**src/rtl/wb_ecc_pkg.sv**
```systemverilog
// Shared constants, health encoding and SECDED syndrome helper for the
// writeback ECC select path.
package wb_ecc_pkg;

  localparam int DATA_W = 32;
  localparam int CODE_W = 39;
  localparam int SYN_W  = 6;

  typedef enum logic [1:0] {
    HLTH_OK       = 2'd0,
    HLTH_DEGRADED = 2'd1,
    HLTH_FAILED   = 2'd2
  } health_e;

  // Mask of codeword positions (1..CODE_W-1) whose index has syndrome bit b set.
  function automatic logic [CODE_W-1:0] syn_mask(input int b);
    logic [CODE_W-1:0] m;
    m = '0;
    for (int p = 1; p < CODE_W; p++) begin
      m[p] = ((p >> b) & 1) != 0;
    end
    return m;
  endfunction

endpackage

```
**src/rtl/secded_dec_39_32.sv**
```systemverilog
// Combinational SECDED(39,32) decoder: syndrome, overall parity, single-bit
// correction and uncorrectable-error flag.
module secded_dec_39_32
  import wb_ecc_pkg::*;
(
  input  logic [CODE_W-1:0] code_in,
  output logic [DATA_W-1:0] data_out,
  output logic              ce,
  output logic              ue,
  output logic [SYN_W-1:0]  syn
);

  logic              par;
  logic [CODE_W-1:0] fixed;

  // NOTE: every always_comb output gets a value on every path, so no latch is inferred.
  always_comb begin
    syn = '0;
    for (int b = 0; b < SYN_W; b++) begin
      syn[b] = ^(code_in & syn_mask(b));
    end
  end

  assign par = ^code_in;
  assign ce  = par && (syn <= SYN_W'(CODE_W - 1));
  assign ue  = (!par && (syn != '0)) || (par && (syn > SYN_W'(CODE_W - 1)));

  // syn == 0 with odd parity points at the overall parity bit, position 0.
  assign fixed = ce ? (code_in ^ (CODE_W'(1) << syn)) : code_in;

  // Data occupies the non-power-of-two positions in ascending order.
  assign data_out = {fixed[38:33], fixed[31:17], fixed[15:9], fixed[7:5], fixed[3]};

endmodule

```
**src/rtl/writeback_ecc_sel.sv**
```systemverilog
// Writeback result path: TMR-voted codeword select, single SECDED decode,
// registered corrected result, error counters and sticky health state.
module writeback_ecc_sel
  import wb_ecc_pkg::*;
#(
  parameter int NUM_SRC   = 3,
  parameter int SEL_W     = $clog2(NUM_SRC),
  parameter int CNT_W     = 8,
  parameter int CE_THRESH = 4
) (
  input  logic                      clk,
  input  logic                      rst,
  input  logic                      valid_in,
  input  logic [SEL_W-1:0]          sel,
  input  logic [NUM_SRC*CODE_W-1:0] code_in,
  input  logic                      err_clr,
  input  logic [2:0]                tmr_inj,
  output logic [DATA_W-1:0]         result,
  output logic                      valid_out,
  output logic                      ce_event,
  output logic                      ue_event,
  output logic                      mux_error,
  output logic [CNT_W-1:0]          ce_count,
  output logic [CNT_W-1:0]          ue_count,
  output logic [SEL_W-1:0]          last_err_src,
  output logic [1:0]                health
);

  logic [CODE_W-1:0] lane [3];
  logic [CODE_W-1:0] voted;
  logic              sel_ok;
  logic              lane_mismatch;

  logic [DATA_W-1:0] dec_data;
  logic              dec_ce;
  logic              dec_ue;
  logic [SYN_W-1:0]  dec_syn;

  logic              ce_hit;
  logic              ue_hit;
  logic [CNT_W-1:0]  ce_cnt_d;
  logic [CNT_W-1:0]  ue_cnt_d;
  logic [SEL_W-1:0]  last_src_d;
  health_e           state_q;
  health_e           state_d;

  assign sel_ok = 32'(sel) < NUM_SRC;

  // Three independent select lanes; tmr_inj[k] perturbs lane k for self-test.
  always_comb begin
    for (int k = 0; k < 3; k++) begin
      lane[k] = '0;
      for (int i = 0; i < NUM_SRC; i++) begin
        if (32'(sel) == i) lane[k] = code_in[i*CODE_W +: CODE_W];
      end
      lane[k][0] = lane[k][0] ^ tmr_inj[k];
    end
  end

  assign voted         = (lane[0] & lane[1]) | (lane[0] & lane[2]) | (lane[1] & lane[2]);
  assign lane_mismatch = (lane[0] != lane[1]) || (lane[0] != lane[2]);

  secded_dec_39_32 u_dec (
    .code_in  (voted),
    .data_out (dec_data),
    .ce       (dec_ce),
    .ue       (dec_ue),
    .syn      (dec_syn)
  );

  // An out-of-range select never raises an ECC event.
  assign ce_hit = valid_in && sel_ok && dec_ce && (dec_syn <= SYN_W'(CODE_W - 1));
  assign ue_hit = valid_in && sel_ok && dec_ue;

  always_comb begin
    ce_cnt_d   = ce_count;
    ue_cnt_d   = ue_count;
    last_src_d = last_err_src;
    if (err_clr) begin
      ce_cnt_d   = '0;
      ue_cnt_d   = '0;
      last_src_d = '0;
    end else begin
      if (ce_hit && (ce_count != '1)) ce_cnt_d = ce_count + 1'b1;
      if (ue_hit && (ue_count != '1)) ue_cnt_d = ue_count + 1'b1;
      if (ce_hit || ue_hit)           last_src_d = sel;
    end
  end

  always_comb begin
    state_d = state_q;
    if (err_clr) begin
      state_d = HLTH_OK;
    end else begin
      case (state_q)
        HLTH_OK: begin
          if (ue_hit)                              state_d = HLTH_FAILED;
          else if (ce_cnt_d >= CNT_W'(CE_THRESH))  state_d = HLTH_DEGRADED;
        end
        HLTH_DEGRADED: if (ue_hit) state_d = HLTH_FAILED;
        HLTH_FAILED:   state_d = HLTH_FAILED;
        default:       state_d = HLTH_OK;
      endcase
    end
  end

  // NOTE: sequential state uses non-blocking assignments so every register samples pre-edge values.
  always_ff @(posedge clk or negedge rst) begin
    if (!rst) begin
      result       <= '0;
      valid_out    <= 1'b0;
      ce_event     <= 1'b0;
      ue_event     <= 1'b0;
      mux_error    <= 1'b0;
      ce_count     <= '0;
      ue_count     <= '0;
      last_err_src <= '0;
      state_q      <= HLTH_OK;
    end else begin
      valid_out    <= valid_in;
      ce_event     <= ce_hit;
      ue_event     <= ue_hit;
      mux_error    <= valid_in && (!sel_ok || lane_mismatch);
      if (valid_in) result <= sel_ok ? dec_data : '0;
      ce_count     <= ce_cnt_d;
      ue_count     <= ue_cnt_d;
      last_err_src <= last_src_d;
      state_q      <= state_d;
    end
  end

  assign health = state_q;

endmodule

```
**config.mk**
```make
export PLATFORM = sky130hd
export DESIGN_NAME = writeback_ecc_sel
export DESIGN_NICKNAME = d
export VERILOG_FILES = /design/src/rtl/wb_ecc_pkg.sv /design/src/rtl/secded_dec_39_32.sv /design/src/rtl/writeback_ecc_sel.sv
export SDC_FILE = /design/constraint.sdc
export NUM_CORES = 1
export LEC_CHECK = 0
export CORE_ASPECT_RATIO = 0.8
export CORE_MARGIN = 10
export CORE_UTILIZATION = 49
export DETAILED_ROUTE_END_ITERATION = 7
export HOLD_SLACK_MARGIN = 0.05
export PLACE_DENSITY_LB_ADDON = 0.12
export SLEW_MARGIN = 20
export SYNTH_ARGS = -nofsm -noshare
export SYNTH_HDL_FRONTEND = slang
export SYNTH_SLANG_ARGS = --single-unit
```
**constraint.sdc**
```tcl
create_clock -name clk -period 8.74 [get_ports clk]
set_input_delay 2.622 -clock clk [delete_from_list [all_inputs] [get_ports clk]]
set_output_delay 2.622 -clock clk [all_outputs]
set_load 0.01 [all_outputs]
```
# ---- After elaboration in Yosys (flattened, before gate mapping)
# Index checks and enable logic that the tools add are counted.
dict set report totals {
  output_inout_bits 56
  wordCells 80
  ff_bits 56
}
dict set report classes {
  eq_ne 10
  add_sub_neg 2
  bitwise_logic 9
  n_lt_le_gt_ge 4
  reduce_logical 29
  n_shift 1
  mux 16
}
# cell n
set op_table {}
lappend op_table {{$reduce_xor 39->1} 7}
lappend op_table {{$mux 39} 4}
lappend op_table {{$and 39x39->39} 3}
lappend op_table {{$or 39x39->39} 2}
lappend op_table {{$shl 1x6->39 const A} 1}
lappend op_table {{$xor 39x39->39} 1}
lappend op_table {{$mux 32} 1}
lappend op_table {{$mux 8} 4}
lappend op_table {{$add 8x1->8 const B} 2}
lappend op_table {{$ne 8x8->1 const B} 2}
lappend op_table {{$mux 2} 6}
lappend op_table {{$logic_and 1x1->1} 10}
lappend op_table {{$ge 8x3->1 const B} 1}
lappend op_table {{$gt 6x6->1 const B} 1}
lappend op_table {{$le 6x6->1 const B} 1}
lappend op_table {{$pmux 2 s3} 1}
lappend op_table {{$reduce_bool 6->1} 1}
lappend op_table {{$eq 2x1->1 const B} 2}
lappend op_table {{$eq 2x2->1 const B} 2}
lappend op_table {{$logic_not 2->1} 2}
lappend op_table {{$logic_or 1x1->1} 4}
lappend op_table {{$ne 4x4->1 const B} 1}
lappend op_table {{$reduce_bool 2->1} 2}
lappend op_table {{$ne 3x3->1 const B} 1}
lappend op_table {{other kinds (5)} 9}

# ---- Depth between registers and ports, before layout
# Gate-level depths: netlist of the first run.
dict set report logic_depth {
  depth_word 21
  ltp_mapped 18
  ltp_nobuf 13
}

# ---- Modules after synthesis
# Synthesis of the first run repeated with hierarchy kept, for this count alone.
dict set report unflattened {
  hier_cells 564
  hier_area_um2 4872.2
}
# module instances seq_area_each_um2 cells_each area_each_um2
set by_module_without_submodules {}
lappend by_module_without_submodules {writeback_ecc_sel 1 1401.3 404 3428.3}
lappend by_module_without_submodules {secded_dec_39_32 1 0.0 160 1443.9}

# ---- Least setup slack after synthesis of the first run
# OpenSTA, ideal clock, no wires.
dict set report synth_timing {
  path_type {input-to-reg}
  start {input sel[0]}
  end {register state_q[1], in the netlist health[1]}
  setup_slack_ps 2439
  stages 17
  required_ps 8662
  arrival_time_ps 6222
  cell_sequence {buf_6 > buf_8 > buf_12 > mux2i_1 > o2bb2ai_4 > xor2_1 > xnor2_1 > xnor3_1 > xor2_2 > nand3_1 > o311a_1 > buf_6 > or4_4 > a21oi_4 > nor2_2 > a2111oi_2 > o21bai_1}
}
dict set report synth_between {
  elab_chain_cells 18
  elab_cells_between_ends 44
  classes_between {order compare: 4; eq/ne: 4; mux: 8; bitwise: 8; reduce/logical: 20}
}
# element line
set synth_lines {}
lappend synth_lines {{start: declaration} writeback_ecc_sel.sv:14} ;# input logic [SEL_W-1:0] sel,
lappend synth_lines {{$logic_not 2->1} writeback_ecc_sel.sv:54} ;# if (32'(sel) == i) lane[k] = code_in[i*CODE_W +: CODE_W];
lappend synth_lines {{$mux 39 (3 in a row)} writeback_ecc_sel.sv:54}
lappend synth_lines {{$and 39x39->39 or $xor 1x1->1 (tied branches)} {writeback_ecc_sel.sv:60, writeback_ecc_sel.sv:56}}
lappend synth_lines {{$or 39x39->39 or $and 39x39->39 (tied branches)} writeback_ecc_sel.sv:60} ;# assign voted = (lane[0] & lane[1]) | (lane[0] & lane[2]) | (lane[1] & lane[2]);
lappend synth_lines {{$or 39x39->39} writeback_ecc_sel.sv:60}
lappend synth_lines {{$reduce_xor 39->1 or $or 39x39->39 (tied branches)} {secded_dec_39_32.sv:20, writeback_ecc_sel.sv:60}}
lappend synth_lines {{$le 6x6->1 or $reduce_xor 39->1 (tied branches)} {secded_dec_39_32.sv:25, writeback_ecc_sel.sv:72, secded_dec_39_32.sv:24}}
lappend synth_lines {{$logic_and 1x1->1} secded_dec_39_32.sv:25} ;# assign ce = par && (syn <= SYN_W'(CODE_W - 1));
lappend synth_lines {{$logic_and 1x1->1} writeback_ecc_sel.sv:72} ;# assign ce_hit = valid_in && sel_ok && dec_ce && (dec_syn <= SYN_W'(CODE_W - 1));
lappend synth_lines {{$logic_and 1x1->1 *} writeback_ecc_sel.sv:72}
lappend synth_lines {{$logic_and 1x1->1 *} writeback_ecc_sel.sv:84} ;# if (ce_hit && (ce_count != '1)) ce_cnt_d = ce_count + 1'b1;
lappend synth_lines {{$mux 8 *} writeback_ecc_sel.sv:84}
lappend synth_lines {{$mux 8 *} writeback_ecc_sel.sv:79} ;# if (err_clr) begin
lappend synth_lines {{via ce_cnt_d[7]} writeback_ecc_sel.sv:41} ;# logic [CNT_W-1:0] ce_cnt_d;
lappend synth_lines {{$ge 8x3->1 *} writeback_ecc_sel.sv:98} ;# else if (ce_cnt_d >= CNT_W'(CE_THRESH)) state_d = HLTH_DEGRADED;
lappend synth_lines {{$ne 4x4->1 (no line) *} --}
lappend synth_lines {{$reduce_and 2->1 (no line) *} --}
lappend synth_lines {{end signal: assignment} writeback_ecc_sel.sv:128} ;# state_q <= state_d;
lappend synth_lines {{end: declaration} writeback_ecc_sel.sv:44} ;# health_e state_q;
# Mark *: on every way through the listed nets, which the timed path passes. The rest lies on a longest branch.
# A chain may end at the register's enable or synchronous reset.

# ---- Final worst setup path of the first run
dict set report layout_timing {
  start {input sel[0]}
  end {register state_q[0], in the netlist health[0]}
}
dict set report layout_between {
  elab_chain_cells 18
  elab_cells_between_ends 44
  classes_between {order compare: 4; eq/ne: 4; mux: 8; bitwise: 8; reduce/logical: 20}
}
# element line
set layout_lines {}
lappend layout_lines {{$logic_not 2->1} writeback_ecc_sel.sv:54}
lappend layout_lines {{$mux 39 (3 in a row)} writeback_ecc_sel.sv:54}
lappend layout_lines {{$and 39x39->39 or $xor 1x1->1 (tied branches)} {writeback_ecc_sel.sv:60, writeback_ecc_sel.sv:56}}
lappend layout_lines {{$or 39x39->39 or $and 39x39->39 (tied branches)} writeback_ecc_sel.sv:60}
lappend layout_lines {{$or 39x39->39} writeback_ecc_sel.sv:60}
lappend layout_lines {{$reduce_xor 39->1 or $or 39x39->39 (tied branches)} {secded_dec_39_32.sv:20, writeback_ecc_sel.sv:60}}
lappend layout_lines {{$le 6x6->1 or $reduce_xor 39->1 (tied branches)} {secded_dec_39_32.sv:25, writeback_ecc_sel.sv:72, secded_dec_39_32.sv:24}}
lappend layout_lines {{$logic_and 1x1->1} secded_dec_39_32.sv:25}
lappend layout_lines {{$logic_and 1x1->1 (2 in a row)} writeback_ecc_sel.sv:72}
lappend layout_lines {{$logic_and 1x1->1} writeback_ecc_sel.sv:84}
lappend layout_lines {{$mux 8} writeback_ecc_sel.sv:84}
lappend layout_lines {{$mux 8} writeback_ecc_sel.sv:79}
lappend layout_lines {{$ge 8x3->1} writeback_ecc_sel.sv:98}
lappend layout_lines {{$ne 4x4->1 (no line)} --}
lappend layout_lines {{$reduce_and 2->1 (no line)} --}
# Parallel ways exist; a longest one is shown, timed or not.

==> results of run 1 <==
[path summary, 6_finish.rpt]
path                             start          end  slack, ns
hold reg to reg             result[27]   result[27]       0.53
setup reg to reg           ce_count[0]    health[1]       5.65
max in group asynchronous          rst  ce_count[3]       5.83
hold / removal              result[27]   result[27]       0.53
min in group asynchronous          rst  ue_count[7]       2.44
setup / recovery                sel[0]    health[0]       1.65
[final cells by class]
| cell class | count | area (um^2) | area share |
|---|---|---|---|
| Timing Repair Buffer | 186 | 1830 | 0.271 |
| Clock buffer | 5 | 125 | 0.0185 |
| Tap cell | 119 | 149 | 0.0220 |
| Inverter | 38 | 143 | 0.0210 |
| Sequential cell | 56 | 1400 | 0.207 |
| Multi-Input combinational cell | 374 | 3080 | 0.454 |
| Clock inverter | 3 | 47.5 | 0.00701 |
[metal layers]
metal | part of all wire | track usage | vias up
met1 | 0.45 | 0.282 | 2014
met5 | 0 | 0 | -
met2 | 0.47 | 0.350 | 125
met4 | 0.0087 | 0.0357 | 0
li1 | - | - | 2045
met3 | 0.070 | 0.0587 | 10
[synthesized netlist by cell type (5+ instances only)]
library cell | number | share of area
sky130_fd_sc_hd__xnor2_1 | 67 | 0.12
sky130_fd_sc_hd__dfrtp_1 | 56 | 0.29
sky130_fd_sc_hd__nor2_1 | 45 | 0.035
sky130_fd_sc_hd__mux2i_1 | 42 | 0.087
sky130_fd_sc_hd__inv_1 | 38 | 0.030
sky130_fd_sc_hd__o22ai_1 | 32 | 0.042
sky130_fd_sc_hd__xor2_1 | 28 | 0.051
sky130_fd_sc_hd__nand2_1 | 26 | 0.020
sky130_fd_sc_hd__o2bb2ai_1 | 20 | 0.036
sky130_fd_sc_hd__o2bb2ai_2 | 15 | 0.047
sky130_fd_sc_hd__xnor2_2 | 11 | 0.037
sky130_fd_sc_hd__clkbuf_1 | 9 | 0.0070
sky130_fd_sc_hd__nand3_1 | 8 | 0.0083
sky130_fd_sc_hd__nor3_1 | 8 | 0.0083
sky130_fd_sc_hd__nand4_1 | 6 | 0.0078
sky130_fd_sc_hd__o21ai_0 | 6 | 0.0062
sky130_fd_sc_hd__a21oi_1 | 5 | 0.0052
sky130_fd_sc_hd__ha_1 | 5 | 0.013
sky130_fd_sc_hd__xnor3_1 | 5 | 0.023
[report_power, final]
part           leakage, uW  switching, uW  total, uW  internal, uW
clock            0.0000840           97.6        234           136
combinational      0.00185            549        941           392
sequential        0.000741           26.8        325           298
[state kept, by name, summed over array words and instances (netlist names)]
name,cells
ue_count,8
last_err_src,2
ue_event,1
health,2
ce_count,8
mux_error,1
ce_event,1
valid_out,1
result,32
[stage by stage]
stage | std cells | setup slack (ns) | utilization | area [um^2]
2_1_floorplan | 491 | 2.44 | - | 4810
3_3_place_gp | 773 | 1.40 | 0.687 | 6600
3_5_place_dp | 773 | 1.36 | 0.687 | 6600
4_1_cts | 781 | 1.65 | 0.705 | 6780
5_1_grt | 781 | 1.28 | 0.705 | 6780
6_report | 781 | 1.65 | 0.705 | 6780
[logic make-up after synthesis]
group / count (synthesis) / share of synthesized area
xor gates and xnor gates: 112 / 0.237
and+or+nand+nor: 122 / 0.126
buffers and inverters: 61 / 0.0690
adders and majority gates: 6 / 0.0151
AOI/OAI and AO/OA: 91 / 0.171
DFF: 56 / 0.291
muxes: 43 / 0.0903
[worst reg2reg max path: cells and delay by family, from the launching register on]
kind                     cells  cell delay, ns
adder cells (fa/ha/maj)      1            0.27
AND/OR/NAND/NOR              5            1.36
AO/OA/AOI/OAI                4            0.94
flip-flops                   1            0.43
==> flow_results.org, run 1 <==
** Clock network
- Clock Root Buffer :: sky130_fd_sc_hd__clkbuf_16
- The clock passes through at most 2 buffers.
- For this design, the sink count on the clock tree is 56.
- The number of hold buffers added after CTS was 0.
- H-tree depth :: 2
- The number of clock buffers added by TritonCTS is 5.
- Setup bufs post-CTS :: 0
- TritonCTS clock tree :: built
- Clock transition at the register clock pins on the worst setup and hold paths after CTS :: 0.07 ns
- Post-CTS repair changed the size of 0 cells.
- Clock latency on the worst-skew pair, taken at its later pin, is 0.30 ns.

** Synth
- Average instance area after synthesis :: 9.79 um^2
- Synthesis produced 491 cells.
- In the synthesized netlist the async set-or-reset flop fraction comes to 1.00.
- The netlist uses 56 different library cells.
- The number of nets in the synthesized netlist is 622.
- For this run, the leading register cell type out of synthesis is sky130_fd_sc_hd__dfrtp_1.
- Summing every instance area after synthesis gives 4810 um^2.
- Number of synthesized register bits :: 56
- During synthesis, Yosys emitted a total of 0 warnings.
- The share of the Yosys chip area taken by registers is 0.291.
- In this run, synthesis inferred 0 flip-flops with an integrated enable.

** Placed design
- The congestion estimate from routability-driven global placement came to 0.915.
- Detailed placement finished with a half-perimeter wire length of 12.5 mm.
- Number of port buffers :: 181

** Floorplan
- The die is 131 um wide.
- Top-level port count :: 182
- Row count :: 32
- Starting density of the core :: 0.500
- In this run the standard cell core region covers 9610 um^2.
- Die Footprint :: 14200 um^2
- From bottom edge to top edge, the die measures 109 um.

** STA
- The final-report max-slew violation count came to 0.
- Hold timing on the final database bottoms out at a slack of 0.530 ns.
- Clock Skew :: 0.00659 ns
- In the final timing run, aggregate negative setup slack is 0 ns.
- For the finished layout, the period the worst path requires is 7.09 ns.
- Unrepaired setup endpoints after global routing :: false
- Actual transition at the worst max-transition pin :: 0.909 ns
- Setup violations remaining at the end of the flow were counted as 0.
- Based on the critical path, the design can be clocked at up to 141 MHz.
- The number of hold violations in the final report came to 0.
- In the finished design, the share of the clock period the worst path needs comes to 0.812.
- Headroom to the max-slew limit :: 0.392

** Final layout
- In the final layout, the share of cells above drive strength 1 is 0.0876.
- Leading cell type in the layout, fill and taps excluded :: sky130_fd_sc_hd__clkdlybuf4s50_1
- Inserted Diodes :: 0
- Layout Nets :: 792
- Area added between synthesis and finish :: 41.0%
- The library cells used most frequently in the layout, excluding fill and tap cells, are 178 x sky130_fd_sc_hd__clkdlybuf4s50_1, 67 x sky130_fd_sc_hd__xnor2_1, 56 x sky130_fd_sc_hd__dfrtp_1.
- Fillers :: 753

** Global routing
- Global-route usage over all layers :: 0.214
- The number of antenna violations at the first check in global routing was 0.
- The first global-routing pass estimated 24.2 mm of wire.
- Entering global routing, the biggest net connects 57 pins.
- Grt total ovfl :: 0
- Via count of the first global-routing pass :: 4445

** Worst setup path
- Signal arrival time at the worst endpoint :: 7.28 ns
- By startpoint and endpoint, the worst setup path is classified as in -> reg.
- On the critical path, the stage with the largest delay is an instance of sky130_fd_sc_hd__buf_4.
- STA classifies the critical path startpoint as an input pin.
- For the worst setup path, the data required time is 8.93 ns.
- In this run the worst path has a maximum fanout of 32.
- CP bufs+invs :: 2
- Measured in cells, the most critical reg-to-reg path has a length of 10.
- The critical path crosses 15 cells after its start point.
- STA classifies the critical path endpoint as a flop.
- The cell family contributing the most delay on the critical path is compound AO/OA/AOI/OAI gates.
- In this design, the stage delay of the slowest critical-path cell is 0.52 ns.
- Crit path cell chain :: buf_2, buf_4, mux2i_1, o2bb2ai_1, xor2_1, xnor2_1, xnor3_1, xor2_2, nand3_1, o311a_1, nor2b_1, or3_1, a221oi_1, a21oi_1, o221a_1

** Routing
- The count of nets left with antenna violations once routing finished came out at 0.
- For this block, the initial DRC count from the detailed router was 231.
- Wire per inst :: 19.5 um
- Vias per std cell :: 5.37
- The routed layout has 4194 vias.
- First-pass iteration count of the detailed router :: 4
- Detailed-route wire length :: 15.2 mm
- Remaining DRCs :: 0

** Power and ir drop
- Power density of the placed cells :: 221 nW/um^2
- For this design the static power due to leakage is 0.00268 uW.
- Final total power :: 1500 uW
- Maximum VDD drop :: 137 uV

** Run
- Max-cap violations :: 0

** Min path
- Kind of path behind the tightest hold check :: reg -> reg
- The worst hold path passes through 2 cells.

** Outcome
- Outcome :: finished clean
(Power assumes the default switching activity.)
==> run 2, diff against run 1 <==
Settings changed: CORE_UTILIZATION 49 to 45.
Clock period 8.74 ns to 7.4 ns, I/O delays scaled along.
==> run 2 against run 1 <==
  * Worst setup slack got worse by 0.94 ns
  * Clock power is essentially flat
  * Die area is 7.4% higher
  * Critical path type unchanged
  * Critical endpoint unchanged
  * Largest power group unchanged
==> flow_results.org, run 2 (synthesized netlist as in run 1, its figures left out) <==
** Final layout
- The fill cell total of the finished layout was 868 (+15%).
- Inserted Diodes :: 0 (unchanged)
- The share of final-layout standard cells stronger than drive strength 1 was 0.0902 (+0.00261).
- In the layout the commonest cells are 178 x sky130_fd_sc_hd__clkdlybuf4s50_1, 67 x sky130_fd_sc_hd__xnor2_1, 56 x sky130_fd_sc_hd__dfrtp_1.
- Largest register by flop count :: result
- The area growth from synthesis to layout is 41.3%.
- The library cell used most frequently in the layout, excluding fill and tap cells, is sky130_fd_sc_hd__clkdlybuf4s50_1.
- Max FFs per register :: 32 (unchanged)
- Largest registers ranked by flip-flop count :: result: 32 flops, ce_count: 8 flops, ue_count: 8 flops
- The layout net count came to 795 (+0.38%).

** STA
- The final-report max-slew violation count came to 0 (unchanged).
- After layout, the minimum clock period comes to 6.70 ns.
- The number of hold violations in the final report is 0 (unchanged).
- Setup repair after global routing left no endpoint under its margin.
- The remaining max-slew budget at the tightest pin is 0.382 (-0.00992).
- The number of setup violations in the final report was 0 (unchanged).
- Actual transition at the worst max-transition pin :: 0.924 ns (+0.0148 ns)
- Ratio of final minimum period to clock period :: 0.905
- Clock Skew :: 0.00647 ns (-0.000112 ns)
- The sum of negative setup slack was 0 ns (unchanged).
- Fin Hold WS :: 0.530 ns (-0.000309 ns)
- Maximum clock frequency :: 149 MHz

** Placed design
- Gp weighted congestion :: 0.924 (+0.91%)
- HPWL Detailed :: 12.8 mm (+1.9%)
- The count of input and output buffers was 181 (unchanged).

** Floorplan
- Die outline width :: 136 um (+3.7%)
- Std-Cell Core Area :: 10300 um^2 (+7.4%)
- The row count was 33 (+3.1%).
- Starting density of the core :: 0.466 (-0.0346)
- The area of the die was 15200 um^2 (+7.4%).
- The overall die height came to 112 um (+3.5%).
- Top-level port count :: 182 (unchanged)

** Power and ir drop
- The total internal power is 942 uW (+14%).
- The share of total power in the clock network came to 0.137 (-0.019).
- The net switching power figure came to 777 uW (+15%).
- The relative contribution of sequential cells to total power is 0.224 (+0.007).
- The worst voltage drop across the vdd grid was 133 uV (-3.0%).
- Leakage power figure :: 0.00268 uW (+0.15%)
- The power density over the cells is 253 nW/um^2 (+14%).
- Net switching fraction of the power :: 0.452 (+0.00322)
- Combinational fraction of design power :: 0.640 (+0.013)

** Clock network
- Worst skew pair latency :: 0.29 ns (about the same)
- Buffer levels on the longest clock path :: 2 (unchanged)
- TritonCTS clock tree :: built
- Count of hold-fix buffers inserted at cts :: 0 (unchanged)
- The H-tree depth came to 2 (unchanged).
- Number of gates given a new drive strength after cts :: 0 (unchanged)
- Setup bufs post-CTS :: 0 (unchanged)
- Clock Root Buffer :: sky130_fd_sc_hd__clkbuf_16
- Num CTS Buffers :: 5 (unchanged)
- Num Clock Sinks :: 56 (unchanged)
- The clock slew seen by the registers of the worst setup and hold paths is 0.07 ns (about the same).

** Worst setup path
- The buffer and inverter count on the worst path came to 2 (unchanged).
- STA classifies the critical path endpoint as a flop.
- Cell at the slowest stage of the critical path :: sky130_fd_sc_hd__xnor3_1
- Category of cells accounting for the largest share of critical-path delay :: compound AO/OA/AOI/OAI gates
- Maximum cell stage delay along the critical path :: 0.54 ns (+0.02 ns)
- Crit path cell chain :: buf_2, buf_4, mux2i_1, o2bb2ai_4, xor2_1, xnor2_1, xnor3_1, xor2_2, nand3_1, o311a_1, nor2b_1, or3_1, a221oi_1, a21oi_1, o221a_1
- Total number of cells along the worst setup path :: 15 (unchanged)
- The logic depth of the worst register-to-register path is 10 (unchanged).
- Endpoint required time on the critical path :: 7.58 ns (-1.35 ns)
- The critical path data arrival time is 6.88 ns (-0.40 ns).
- Capture point of the critical path :: health[0]
- Beginning of the worst register-to-register path :: ce_count[0]
- Startpoint Class :: input pin
- Tracing the worst setup path back leads to its startpoint at sel[0].
- By startpoint and endpoint, the worst setup path is classified as in -> reg.
- Crit Path Max Fanout :: 20 (-38%)
- The endpoint identified for the worst register-to-register timing path is health[1].
- Register-to-register setup slack :: 4.23 ns (-1.42 ns)

** Global routing
- The number of global-route vias before repair was 4406 (-0.88%).
- Grt total ovfl :: 0 (unchanged)
- The global-route total usage across every layer came to 0.194 (-0.0204).
- The number of antenna violations at the first check in global routing came to 0 (unchanged).
- The pin count of the biggest net entering global routing was 57 (unchanged).
- Wire length of the first global-routing pass :: 23.9 mm (-1.1%)

** Routing
- The detailed-route vias per instance came to 5.15 (-4.1%).
- The detailed-route wire length per cell is 18.8 um (-3.6%).
- The number of DRC violations after detailed-routing iteration 0 is 235 (+1.7%).
- First-pass iteration count of the detailed router :: 4 (unchanged)
- Remaining DRCs :: 0 (unchanged)
- The number of antenna-violating nets in the routed design came to 0 (unchanged).
- Total via count in the routed design :: 4144 (-1.2%)
- The final routed wirelength across all metal layers came to 15.1 mm (-0.61%).

** Outcome
- Outcome :: finished clean

** Min path
- The path class of the tightest hold or removal check is reg -> reg.

** Run
- The number of max-capacitance violations reported was 0 (unchanged).
==> run 2: changes by cell type in the layout (fill, tap and decap cells not counted), sizes merged <==
| cell | delta |
|---|---|
| bufinv | -1 |
| buf | +3 |
| clkinv | +1 |
==> run 2: worst min-delay path by stage <==
| stage | end | cells past startpoint | from |
|---|---|---|---|
| 2_1_floorplan | result[2] | 2 | result[2] |
| 3_3_place_gp | result[12] | 2 | result[12] |
| 3_5_place_dp | result[26] | 2 | result[26] |
| 4_1_cts | result[26] | 2 | result[26] |
| 5_1_grt | result[26] | 2 | result[26] |
| 6_report | result[26] | 2 | result[26] |
==> run 2: metal layers <==
| metal | share of wire | global-route usage | vias up |
|---|---|---|---|
| met1 | 0.44 | 0.251 | 1952 |
| met3 | 0.079 | 0.0602 | 6 |
| met4 | 0.0063 | 0.0294 | 0 |
| li1 | - | - | 2064 |
| met2 | 0.47 | 0.315 | 122 |
| met5 | 0 | 0 | - |
==> run 2: power by group through the flow <==
stage | clock (uW) | combinational [uW] | sequential, uW
CTS | 239 | 1090 | 385
detailed placement | 0 | 1090 | 390
global route | 251 | 1210 | 391
floorplan | 0 | 735 | 406
global placement | 0 | 1080 | 388
finish | 235 | 1100 | 384
==> run 2: through the flow <==
step	util	instance area [um^2]	std cells	total power (uW)	setup WS (ns)
floorplan	-	4810	491	1140	1.50
global placement	0.644	6650	797	1470	0.565
detailed placement	0.644	6650	797	1480	0.432
CTS	0.658	6800	805	1720	0.746
global route	0.658	6800	805	1850	0.374
finish	0.658	6800	805	1720	0.705
==> run 2: layout make-up <==
type                            instances  area [um^2]  share of cell area
Clock inverter                          3         18.8             0.00276
Multi-Input combinational cell        374         3080               0.453
Timing Repair Buffer                  189         1860               0.273
Sequential cell                        56         1400               0.206
Clock buffer                            5          125              0.0184
Inverter                               38          143              0.0210
Tap cell                              140          175              0.0258
==> run 2: worst min-delay path: stages (launching register included) <==
cell                      delay (ns)
sky130_fd_sc_hd__dfrtp_1        0.38
sky130_fd_sc_hd__inv_1          0.05
sky130_fd_sc_hd__o22ai_1        0.06
